$ cat src/rtl/plot_scheduler_if.sv
// plot_scheduler_if: request/coordinate inputs and pixel/grant outputs of the plot scheduler
interface plot_scheduler_if;
  logic [4:0] req;
  logic [14:0] p1, p2, p3, p4;
  logic [7:0] timer_x;
  logic clear;
  logic [4:0] grant;
  logic [7:0] x;
  logic [6:0] y;
  logic [2:0] colour;
  logic plot;
  logic busy;
  modport master (output req, p1, p2, p3, p4, timer_x, clear, input grant, x, y, colour, plot, busy);
  modport slave (input req, p1, p2, p3, p4, timer_x, clear, output grant, x, y, colour, plot, busy);
endinterface

$ cat src/rtl/plot_scheduler.sv
// plot_scheduler: round-robin pixel arbiter for four players and a timer bar, with a full-screen clear sweep
module plot_scheduler #(
  parameter logic [2:0] CLEAR_COLOUR = 3'b000,
  parameter logic [6:0] TIMER_ROW = 7'd119
) (
  input logic CLOCK_50,
  input logic reset,
  plot_scheduler_if.slave bus
);
  localparam logic [0:0] IDLE = 1'b0;
  localparam logic [0:0] CLEAR = 1'b1;
  logic [0:0] state;
  logic [2:0] ptr, pick, cand;
  logic [3:0] t;
  logic found;
  logic [4:0] elig;
  logic [7:0] cx;
  logic [6:0] cy;
  logic [2:0] cc;
  assign elig = bus.req & ~bus.grant;
  // first eligible requester at or after ptr, wrapping mod 5
  always_comb begin
    pick = 3'd0;
    found = 1'b0;
    t = 4'd0;
    cand = 3'd0;
    for (int k = 4; k >= 0; k--) begin
      t = {1'b0, ptr} + 4'(k);
      cand = (t >= 4'd5) ? 3'(t - 4'd5) : t[2:0];
      if (elig[cand]) begin
        pick = cand;
        found = 1'b1;
      end
    end
  end
  // coordinates and colour of the selected requester
  always_comb begin
    cx = pick == 3'd0 ? bus.p1[14:7] : pick == 3'd1 ? bus.p2[14:7] : pick == 3'd2 ? bus.p3[14:7] : pick == 3'd3 ? bus.p4[14:7] : bus.timer_x;
    cy = pick == 3'd0 ? bus.p1[6:0] : pick == 3'd1 ? bus.p2[6:0] : pick == 3'd2 ? bus.p3[6:0] : pick == 3'd3 ? bus.p4[6:0] : TIMER_ROW;
    cc = pick == 3'd0 ? 3'b001 : pick == 3'd1 ? 3'b010 : pick == 3'd2 ? 3'b100 : pick == 3'd3 ? 3'b110 : 3'b111;
  end
  // state machine; x/y double as the sweep counters while clearing
  always_ff @(posedge CLOCK_50) begin
    if (reset) begin
      state <= IDLE;
      ptr <= 3'd0;
      bus.grant <= 5'd0;
      bus.plot <= 1'b0;
      bus.busy <= 1'b0;
      bus.x <= 8'd0;
      bus.y <= 7'd0;
      bus.colour <= 3'd0;
    end else if (state == IDLE) begin
      if (bus.clear) begin
        state <= CLEAR;
        bus.grant <= 5'd0;
        bus.plot <= 1'b1;
        bus.busy <= 1'b1;
        bus.x <= 8'd0;
        bus.y <= 7'd0;
        bus.colour <= CLEAR_COLOUR;
      end else begin
        bus.grant <= found ? 5'b00001 << pick : 5'd0;
        bus.plot <= found && cx <= 8'd159 && cy <= 7'd119;
        bus.busy <= 1'b0;
        if (found) begin
          bus.x <= cx;
          bus.y <= cy;
          bus.colour <= cc;
          ptr <= pick == 3'd4 ? 3'd0 : pick + 3'd1;
        end
      end
    end else if (bus.x == 8'd159 && bus.y == 7'd119) begin
      state <= IDLE;
      bus.plot <= 1'b0;
      bus.busy <= 1'b0;
    end else begin
      bus.x <= bus.x == 8'd159 ? 8'd0 : bus.x + 8'd1;
      bus.y <= bus.x == 8'd159 ? bus.y + 7'd1 : bus.y;
    end
  end
endmodule

$ cat src/flat_wrapper.sv
// flat-port wrapper written by rule: the top's interface ports become plain ports
module plot_scheduler_flat 
#(
  parameter logic [2:0] CLEAR_COLOUR = 3'b000,
  parameter logic [6:0] TIMER_ROW = 7'd119
)
  (CLOCK_50, reset, bus_req, bus_p1, bus_p2, bus_p3, bus_p4, bus_timer_x, bus_clear, bus_grant, bus_x, bus_y, bus_colour, bus_plot, bus_busy);
  plot_scheduler_if bus_i ();
  input logic CLOCK_50;
  input logic reset;
  input wire logic [$bits(bus_i.req)-1:0] bus_req;
  input wire logic [$bits(bus_i.p1)-1:0] bus_p1;
  input wire logic [$bits(bus_i.p2)-1:0] bus_p2;
  input wire logic [$bits(bus_i.p3)-1:0] bus_p3;
  input wire logic [$bits(bus_i.p4)-1:0] bus_p4;
  input wire logic [$bits(bus_i.timer_x)-1:0] bus_timer_x;
  input wire logic [$bits(bus_i.clear)-1:0] bus_clear;
  output wire logic [$bits(bus_i.grant)-1:0] bus_grant;
  output wire logic [$bits(bus_i.x)-1:0] bus_x;
  output wire logic [$bits(bus_i.y)-1:0] bus_y;
  output wire logic [$bits(bus_i.colour)-1:0] bus_colour;
  output wire logic [$bits(bus_i.plot)-1:0] bus_plot;
  output wire logic [$bits(bus_i.busy)-1:0] bus_busy;
  assign bus_i.req = bus_req;
  assign bus_i.p1 = bus_p1;
  assign bus_i.p2 = bus_p2;
  assign bus_i.p3 = bus_p3;
  assign bus_i.p4 = bus_p4;
  assign bus_i.timer_x = bus_timer_x;
  assign bus_i.clear = bus_clear;
  assign bus_grant = bus_i.grant;
  assign bus_x = bus_i.x;
  assign bus_y = bus_i.y;
  assign bus_colour = bus_i.colour;
  assign bus_plot = bus_i.plot;
  assign bus_busy = bus_i.busy;
  plot_scheduler #(.CLEAR_COLOUR(CLEAR_COLOUR), .TIMER_ROW(TIMER_ROW)) u_core (.CLOCK_50(CLOCK_50), .reset(reset), .bus(bus_i));
endmodule
$ cat config.mk
export PLATFORM = sky130hd
export DESIGN_NAME = plot_scheduler_flat
export DESIGN_NICKNAME = d
export VERILOG_FILES = /design/src/rtl/plot_scheduler_if.sv /design/src/rtl/plot_scheduler.sv /design/src/flat_wrapper.sv
export SDC_FILE = /design/constraint.sdc
export NUM_CORES = 1
export LEC_CHECK = 0
export CAP_MARGIN = 20
export CORE_AREA = 3 3 87 89
export CTS_CLUSTER_DIAMETER = 80
export DETAILED_ROUTE_END_ITERATION = 10
export DIE_AREA = 0 0 90 92
export MAX_ROUTING_LAYER = met4
export PLACE_DENSITY = 0.92
export REMOVE_ABC_BUFFERS = 1
export SYNTH_ARGS = -nofsm -noshare
export SYNTH_HDL_FRONTEND = slang
export SYNTH_SLANG_ARGS = --single-unit
$ cat constraint.sdc
create_clock -name CLOCK_50 -period 5.9 [get_ports CLOCK_50]
set_input_delay 0.885 -clock CLOCK_50 [delete_from_list [all_inputs] [get_ports CLOCK_50]]
set_output_delay 0.885 -clock CLOCK_50 [all_outputs]
set_load 0.005 [all_outputs]
==> results of run 1 <==
==> cells in the final DEF (no fill, tap or decap), types with 6 or more instances in the layout <==
cell type	count
nor2b_1	10
a211oi_1	19
a211o_1	7
a21oi_1	31
nor2_1	40
nand2_1	37
clkdlybuf4s50_1	100
nand2b_1	12
nand3_1	12
a21o_1	6
ha_1	15
xnor2_1	6
dfxtp_1	29
o22ai_1	7
o21ai_0	24
inv_1	15
mux2i_1	9
a2111oi_0	6
nor3_1	11
buf_4	11
==> area by class of cell <==
type                            instances  share of cell area (%)
Clock buffer                            8                    1.80
Timing Repair Buffer                  112                    24.9
Sequential cell                        29                    13.0
Tap cell                               96                    2.70
Multi-Input combinational cell        362                    56.1
Inverter                               18                    1.52
==> routing by layer <==
layer | wire, um | share of wire [%] | vias to the layer above | GRT usage (%)
met5 | 0 | 0 | - | -
met4 | 286 | 2.5 | 0 | 10.3
met1 | 4790 | 41 | 1836 | 34.3
met3 | 889 | 7.6 | 38 | 3.53
li1 | - | - | 1836 | -
met2 | 5700 | 49 | 236 | 46.9
==> sequential cells by signal, summed over array words and instances, names as in the netlist <==
register,cells
u_core.bus.colour,3
u_core.bus.y,7
u_core.bus.x,8
u_core.bus.grant,5
u_core.bus.plot,1
u_core.ptr,3
u_core.bus.busy,1
u_core.state,1
==> worst paths after layout <==
check                           depth (start not counted)  slack (ps)                 start                    to
worst min-delay path                                    2         450  u_core.bus.colour[1]  u_core.bus.colour[1]
worst max-delay path                                   21         400         u_core.ptr[0]       u_core.bus.plot
worst max register to register                         21         400         u_core.ptr[0]       u_core.bus.plot
worst min register to register                          2         450  u_core.bus.colour[1]  u_core.bus.colour[1]
==> power by group <==
group	switching [mW]	total, mW	internal, mW
Sequential	0.0741	0.330	0.256
Clock	0.0765	0.160	0.0837
Combinational	1.70	2.93	1.23
==> timing repair <==
action	4_1_cts	5_1_grt
endpoints found under the setup margin	0	7
resized for setup	0	3
setup buffers	0	0
==> per-stage QoR <==
step,instance area [sq um],hold slack (ps)
after floorplan,3140,442
after global placement,4340,440
after detailed placement,4340,448
after CTS,4420,457
after global routing,4460,486
final,4460,454
==> critical path, delay by kind of cell, from the launching register on <==
kind / cells / cell delay, ps
compound gates: 10 / 1950
fa+ha+maj: 3 / 960
buf+inv: 4 / 560
flops: 1 / 320
mux: 4 / 1600
==> cells by family after synthesis <==
logic type,synth area share (%)
multiplexers,6.24
adder cells (fa/ha/maj),6.78
buffers and inverters,5.54
flip-flops,17.9
XOR/XNOR,2.43
AO/OA/AOI/OAI,36.7
AND/OR/NAND/NOR,24.5
==> impl_metrics.env, run 1 <==
export IMPL_status="finished, final reports clean"
export IMPL_htree_levels=2
export IMPL_cts_buffers_inserted=5
export IMPL_power_total_mw=3.42
export IMPL_grt_total_usage_pct=27.8
export IMPL_fp_row_count=30
export IMPL_synth_edf_count=0
export IMPL_worst_pin_slew_ps=1010
export IMPL_worstPathCellList="inv_2 -> ha_1 -> inv_1 -> fa_1 -> a21oi_1 -> mux2i_1 -> mux4_2 -> o21ai_0 -> a211oi_1 -> a21o_1 -> mux2_2 -> mux2_2 -> ha_1 -> clkinv_1 -> buf_4 -> o22ai_1 -> a22o_1 -> a221o_1 -> o21ai_1 -> o21ai_1 -> a41o_1"
export IMPL_grt_ovfl_total=0
export IMPL_synth_top_area_share_pct=17.9
export IMPL_synth_seq_cells=29
export IMPL_final_instance_count_excl_fill=625
export IMPL_antenna_found_initial=0
export IMPL_yosysMostFrequentCell="nor2_1"
export IMPL_drc_errors=0
export IMPL_setup_viol=0
export IMPL_rsz0062_at_grt="false"
export IMPL_path_class="reg -> reg"
export IMPL_final_setup_tns_ps=0
export IMPL_seq_area_sq_um=581
export IMPL_clkLatencyLatePin_ps=280
export IMPL_wire_per_inst_um=18.7
export IMPL_place_ws_ps=156
export IMPL_firstDrtPassIters=6
export IMPL_grt_pass1_wl_mm=18.6
export IMPL_finClkSkew_ps=7.74
export IMPL_start_kind="flip-flop"
export IMPL_synthTopCellsByArea="dfxtp_1 (18%), ha_1 (6.2%), a21oi_1 (4.8%), nor2_1 (4.6%), a211oi_1 (4.4%)"
export IMPL_start_util_pct=47.6
export IMPL_layout_min_cycle_time_ps=5500
export IMPL_crit_arrival_ps=5680
export IMPL_hold_viol_final=0
export IMPL_gp_congestion=0.989
export IMPL_drt_total_wl_mm=11.7
export IMPL_slowest_stage="mux4_2"
export IMPL_syn_area_sq_mm=0.00325
export IMPL_cts_hold_buf=0
export IMPL_synth_commonest_cells="nor2_1 (40), nand2_1 (37), a21oi_1 (31)"
export IMPL_cts_tree="yes"
export IMPL_synthCells=432
export IMPL_ys_warn_count=0
export IMPL_end_kind="flip-flop"
export IMPL_fillers=574
export IMPL_diodes=0
export IMPL_dp_cells=616
export IMPL_clkSinkCount=29
export IMPL_hpwl_mm=8.99
export IMPL_max_freq_ghz=0.182
export IMPL_p_per_area_mw_per_mm2=768
export IMPL_slew_headroom_pct=32.8
export IMPL_post_route_period_util_pct=93.2
export IMPL_ir_drop_mv=0.554
export IMPL_fin_ws_ps=399
export IMPL_num_vias=3946
export IMPL_synth_main_ff_cell="dfxtp_1"
export IMPL_grt_pass1_vias=3845
export IMPL_hp_class="reg -> reg"
export IMPL_port_buffers=100
export IMPL_cts_clk_slew_worst_paths_ps=70
export IMPL_io_pins=101
export IMPL_required_ps=6080
export IMPL_p_leak_nw=1.71
export IMPL_crit_fanout=10
export IMPL_synth_top_cell_by_area="dfxtp_1"
export IMPL_ys_types=76
export IMPL_synth_avg_cell_area_sq_um=7.52
export IMPL_drv_slew=0
export IMPL_drive_above_1_share_pct=8.70
export IMPL_ant_nets=0
export IMPL_fp_dieH_um=92
export IMPL_drt_initial_drc_count=370
export IMPL_syn_to_final_growth_pct=37.1
export IMPL_clock_path_buffers=2
export IMPL_ys_seq_area_share_pct=17.9
export IMPL_maxCapViolCount=0
export IMPL_grt_max_degree=31
export IMPL_post_route_util_pct=65.2
export IMPL_vias_per_cell=6.31
export IMPL_ys_async_sr_fraction_pct=0
export IMPL_core_area_sq_mm=0.00683
export IMPL_die_w_um=90
export IMPL_multi_input_area_sq_mm=0.00250
export IMPL_die_area_sq_mm=0.00828
export IMPL_cts_root_buf="clkbuf_8"
export IMPL_critPathMaxStageDelay_ps=620
export IMPL_fin_nets=621
Power figures use the tool's default switching activity.
==> run 2, diff against run 1 <==
Settings changed: CELL_PAD_IN_SITES_DETAIL_PLACEMENT set to 1, CELL_PAD_IN_SITES_GLOBAL_PLACEMENT set to 2, CORE_AREA 3 3 87 89 to 3 3 116 118, DIE_AREA 0 0 90 92 to 0 0 119 121, SETUP_SLACK_MARGIN set to 0.1, SKIP_CTS_REPAIR_TIMING set to 1.
==> run 2 against run 1 <==
  * Register-to-register slack gained 99 ps
  * Clock power grew 110%
  * Power grew 5.0%
  * Critical path type unchanged
==> impl_metrics.env, run 2 (synthesized netlist as in run 1, its figures left out) <==
export IMPL_status="finished, final reports clean"
export IMPL_worstPathCellList="inv_2 -> ha_1 -> inv_1 -> fa_1 -> a21oi_1 -> mux2i_2 -> mux4_2 -> o21ai_0 -> a211oi_1 -> a21o_1 -> mux2_2 -> mux2_2 -> ha_1 -> or2_2 -> a211o_1 -> a22o_1 -> a211oi_1 -> a211oi_1"
export IMPL_cts_root_buf="clkbuf_16"
export IMPL_max_freq_ghz=0.185
export IMPL_r2r_end="u_core.bus.y[6]"
export IMPL_hold_end="u_core.bus.busy"
export IMPL_ant_nets=0
export IMPL_htree_levels=2
export IMPL_grt_max_degree=31
export IMPL_largestRegisters="u_core.bus.x x8, u_core.bus.y x7, u_core.bus.grant x5"
export IMPL_rsz0062_at_grt="false"
export IMPL_slew_headroom_pct=50.3
export IMPL_hpwl_mm=10.6
export IMPL_grt_ovfl_total=0
export IMPL_crit_arrival_ps=5550
export IMPL_core_area_sq_mm=0.0126
export IMPL_end_kind="flip-flop"
export IMPL_crit_fanout=10
export IMPL_r2r_setup_slack_ps=500
export IMPL_cts_buffers_inserted=5
export IMPL_path_class="reg -> reg"
export IMPL_drt_initial_drc_count=282
export IMPL_drc_errors=0
export IMPL_layout_common_cells="clkdlybuf4s50_1 (100), nor2_1 (40), nand2_1 (37)"
export IMPL_grt_pass1_wl_mm=21.6
export IMPL_num_vias=3846
export IMPL_reg2reg_depth=18
export IMPL_critPathMaxStageDelay_ps=600
export IMPL_syn_to_final_growth_pct=43.2
export IMPL_multi_input_area_sq_mm=0.00249
export IMPL_place_ws_ps=383
export IMPL_finalInstanceArea_sq_mm=0.00465
export IMPL_min_from="u_core.bus.busy"
export IMPL_vias_per_cell=5.47
export IMPL_io_pins=101
export IMPL_power_total_mw=3.59
export IMPL_grt_total_usage_pct=19.0
export IMPL_start_util_pct=25.9
export IMPL_fp_row_count=41
export IMPL_drt_total_wl_mm=13.6
export IMPL_cts_tree="yes"
export IMPL_drv_slew=0
export IMPL_fillers=1550
export IMPL_hold_viol_final=0
export IMPL_clkSinkCount=29
export IMPL_antenna_found_initial=0
export IMPL_largest_reg_flops=8
export IMPL_p_leak_nw=1.76
export IMPL_final_setup_tns_ps=0
export IMPL_placed_area_sq_mm=0.00446
export IMPL_die_area_sq_mm=0.0144
export IMPL_clkLatencyLatePin_ps=280
export IMPL_gp_congestion=0.876
export IMPL_fin_nets=623
export IMPL_cp_common_cell="a211oi_1"
export IMPL_path_delay_family="compound AO/OA/AOI/OAI gates"
export IMPL_hp_class="reg -> reg"
export IMPL_start_kind="flip-flop"
export IMPL_wire_per_inst_um=19.4
export IMPL_p_per_area_mw_per_mm2=772
export IMPL_firstDrtPassIters=4
export IMPL_min_path_cells=1
export IMPL_diodes=0
export IMPL_maxCapViolCount=0
export IMPL_port_buffers=100
export IMPL_critPathBufInv=2
export IMPL_top_register="u_core.bus.x"
export IMPL_finClkSkew_ps=4.75
export IMPL_clock_path_buffers=2
export IMPL_drive_above_1_share_pct=9.60
export IMPL_seq_area_sq_um=581
export IMPL_fin_ws_ps=498
export IMPL_ir_drop_mv=0.363
export IMPL_required_ps=6050
export IMPL_cts_clk_slew_worst_paths_ps=50
export IMPL_setup_viol=0
export IMPL_slowest_stage="mux4_2"
export IMPL_worst_pin_slew_ps=739
export IMPL_layout_min_cycle_time_ps=5400
export IMPL_layout_commonest_cell="clkdlybuf4s50_1"
export IMPL_fp_dieH_um=121
export IMPL_reg2reg_from="u_core.ptr[0]"
export IMPL_post_route_period_util_pct=91.6
export IMPL_die_w_um=119
export IMPL_grt_pass1_vias=4048
-- run 2: cell type report --
class,count,area share (%)
multi-input cells,362,53.6
repair buffers,114,23.8
flip-flops and latches,29,12.5
well taps,172,4.62
clock buffers,5,2.69
inverters,18,1.45
clock inverters,3,1.40
-- run 2: stage by stage --
stage          utilization [%]  cells  hold WS [ps]
6_report                  37.0    703           464
2_1_floorplan                -    409           442
3_5_place_dp              35.5    695           458
3_3_place_gp              35.5    695           446
4_1_cts                   37.0    703           471
5_1_grt                   37.0    703           482
-- run 2: per-layer routing --
| layer | up-vias | part of all wire [%] | global-route usage (%) |
|---|---|---|---|
| li1 | 1841 | - | - |
| met1 | 1846 | 44 | 24.2 |
| met2 | 130 | 48 | 31.2 |
| met3 | 29 | 5.4 | 3.36 |
| met4 | 0 | 2.4 | 5.29 |
| met5 | - | 0 | - |
-- run 2: power breakdown --
group          total, mW  internal (mW)  switching (mW)
logic               2.94           1.22            1.72
registers          0.322          0.256          0.0659
clock network      0.336          0.241          0.0951
-- run 2: worst max path at each step --
stage,from,end,cells after the start
floorplan,u_core.ptr[0],u_core.bus.plot,21
global placement,bus_req[0],u_core.bus.plot,17
detailed placement,u_core.ptr[0],u_core.bus.plot,20
CTS,u_core.ptr[0],u_core.bus.plot,20
global route,u_core.ptr[0],u_core.bus.y[4],18
finish,u_core.ptr[0],u_core.bus.y[6],18
==> run 3, diff against run 2 <==
Settings changed: CELL_PAD_IN_SITES_DETAIL_PLACEMENT 1 to 0, CELL_PAD_IN_SITES_GLOBAL_PLACEMENT 2 to 1, CORE_AREA 3 3 116 118 to 3 3 102 104, DIE_AREA 0 0 119 121 to 0 0 105 107, PLACE_DENSITY 0.92 to 0.93.
Clock period 5.9 ns to 5.1 ns, I/O delays scaled along.
==> run 3 against run 2 <==
  * Design area grew 2.4%
  * Critical path depth increased by 3
  * Maximum frequency rose by 10%
  * Worst setup slack worse by 290 ps
  * Via count is 1.4% higher
  * Routed wire length down 5.2%
  * Sequential cell count stayed put
  * First-iteration DRC count fell by 11%
  * Worst hold slack got worse by 0.88 ps
  * Count of clock-buffer cells in the layout is 2 higher
  * Sequential share of layout area decreased by 0.30 points
  * Highest routed layer unchanged
==> impl_metrics.env, run 3 (synthesized netlist as in run 1, its figures left out) <==
export IMPL_grt_max_degree=31
export IMPL_top_register="u_core.bus.x"
export IMPL_core_area_sq_mm=0.00964
export IMPL_clkLatencyLatePin_ps=280
export IMPL_drv_slew=0
export IMPL_drc_errors=0
export IMPL_start_util_pct=33.7
export IMPL_crit_fanout=9
export IMPL_post_route_util_pct=49.5
export IMPL_clkSinkCount=29
export IMPL_die_area_sq_mm=0.0112
export IMPL_status="finished, final reports clean"
export IMPL_port_buffers=100
export IMPL_cts_buffers_inserted=5
export IMPL_io_pins=101
export IMPL_worst_pin_slew_ps=950
export IMPL_drive_above_1_share_pct=14.5
export IMPL_firstDrtPassIters=5
export IMPL_grt_pass1_vias=3869
export IMPL_slew_headroom_pct=36.6
export IMPL_grt_pass1_wl_mm=20.1
export IMPL_final_setup_tns_ps=0
export IMPL_drt_initial_drc_count=250
export IMPL_fp_row_count=36
export IMPL_syn_to_final_growth_pct=46.7
export IMPL_placed_area_sq_mm=0.00454
export IMPL_num_vias=3901
export IMPL_required_ps=5280
export IMPL_max_freq_ghz=0.204
export IMPL_hpwl_mm=10.3
export IMPL_cts_root_buf="clkbuf_8"
export IMPL_ant_nets=0
export IMPL_hold_viol_final=0
export IMPL_final_instance_count_excl_fill=683
export IMPL_fp_dieH_um=107
export IMPL_grt_ovfl_total=0
export IMPL_gp_congestion=0.983
export IMPL_cts_clk_slew_worst_paths_ps=70
export IMPL_post_route_period_util_pct=95.9
export IMPL_die_w_um=105
export IMPL_grt_total_usage_pct=22.9
export IMPL_layout_min_cycle_time_ps=4890
export IMPL_largest_reg_flops=8
export IMPL_setup_viol=0
export IMPL_vias_per_cell=5.71
export IMPL_finClkSkew_ps=7.52
export IMPL_dp_cells=674
export IMPL_antenna_found_initial=0
export IMPL_crit_arrival_ps=5070
export IMPL_layout_commonest_cell="clkdlybuf4s50_1"
export IMPL_maxCapViolCount=0
export IMPL_path_class="reg -> reg"
export IMPL_clock_path_buffers=2
export IMPL_start_kind="flip-flop"
export IMPL_diodes=0
export IMPL_largestRegisters="u_core.bus.x x8, u_core.bus.y x7, u_core.bus.grant x5"
export IMPL_layout_common_cells="clkdlybuf4s50_1 (100), nor2_1 (40), nand2_1 (37)"
export IMPL_end_kind="flip-flop"
export IMPL_hp_class="reg -> reg"
export IMPL_htree_levels=2
export IMPL_fillers=965
export IMPL_wire_per_inst_um=18.9
export IMPL_fin_nets=642
export IMPL_drt_total_wl_mm=12.9
export IMPL_finalInstanceArea_sq_mm=0.00477
export IMPL_rsz0062_at_grt="true"
export IMPL_cts_tree="yes"
## run 3: changes by cell type in the layout (fill, tap and decap cells not counted), sizes merged
cell	before	now
buf	14	33
clkbuf	5	7
clkinv	2	0
bufinv	2	1
clkinvlp	0	1
## run 3: cell type report
class | count | area [sq um] | area share (%)
clock buffer | 7 | 86.3 | 1.81
clock inverter | 1 | 30.0 | 0.630
inverter | 18 | 71.3 | 1.50
multi-input combinational | 362 | 2580 | 54.2
sequential | 29 | 581 | 12.2
tap | 133 | 166 | 3.49
timing repair buffer | 133 | 1250 | 26.2
## run 3: stage by stage
| step | hold WS (ps) | worst slack [ps] |
|---|---|---|
| detailed placement | 451 | -17.8 |
| CTS | 460 | 72.5 |
| floorplan | 442 | -111 |
| global route | 509 | 68.7 |
| global placement | 445 | 2.87 |
| finish | 463 | 210 |
## run 3: path summary, 6_finish.rpt
kind / cells after the start / slack, ps / end / start
max: 21 / 210 / u_core.bus.plot / u_core.ptr[1]
min: 2 / 460 / u_core.bus.colour[1] / u_core.bus.colour[1]
max reg2reg: 21 / 210 / u_core.bus.plot / u_core.ptr[1]
min reg2reg: 2 / 460 / u_core.bus.colour[1] / u_core.bus.colour[1]
## run 3: critical path, cell delays in order, from the launching register on
cell	delay [ps]
dfxtp_1	340
buf_4	180
ha_1	270
buf_4	200
a211oi_1	510
nor2_1	140
a211o_1	300
nor4_4	340
a2111oi_1	80
a211oi_1	250
a21o_1	120
mux2_2	150
mux2_2	170
ha_1	240
clkinvlp_4	210
nand2_1	170
o22ai_1	110
a22o_1	240
a221o_1	260
o21ai_1	180
o21ai_1	100
a41o_1	230
## run 3: metal layers
metal | GRT usage, % | up-vias | share of wire, %
met2 | 37.5 | 174 | 47
met3 | 2.71 | 22 | 6.0
met1 | 29.5 | 1821 | 44
met5 | - | - | 0
li1 | - | 1884 | -
met4 | 7.69 | 0 | 2.7
Power of run 3 is left out: the tool's default activity adds up to more than one toggle a clock period on the data nets, which glitch-free logic cannot reach.
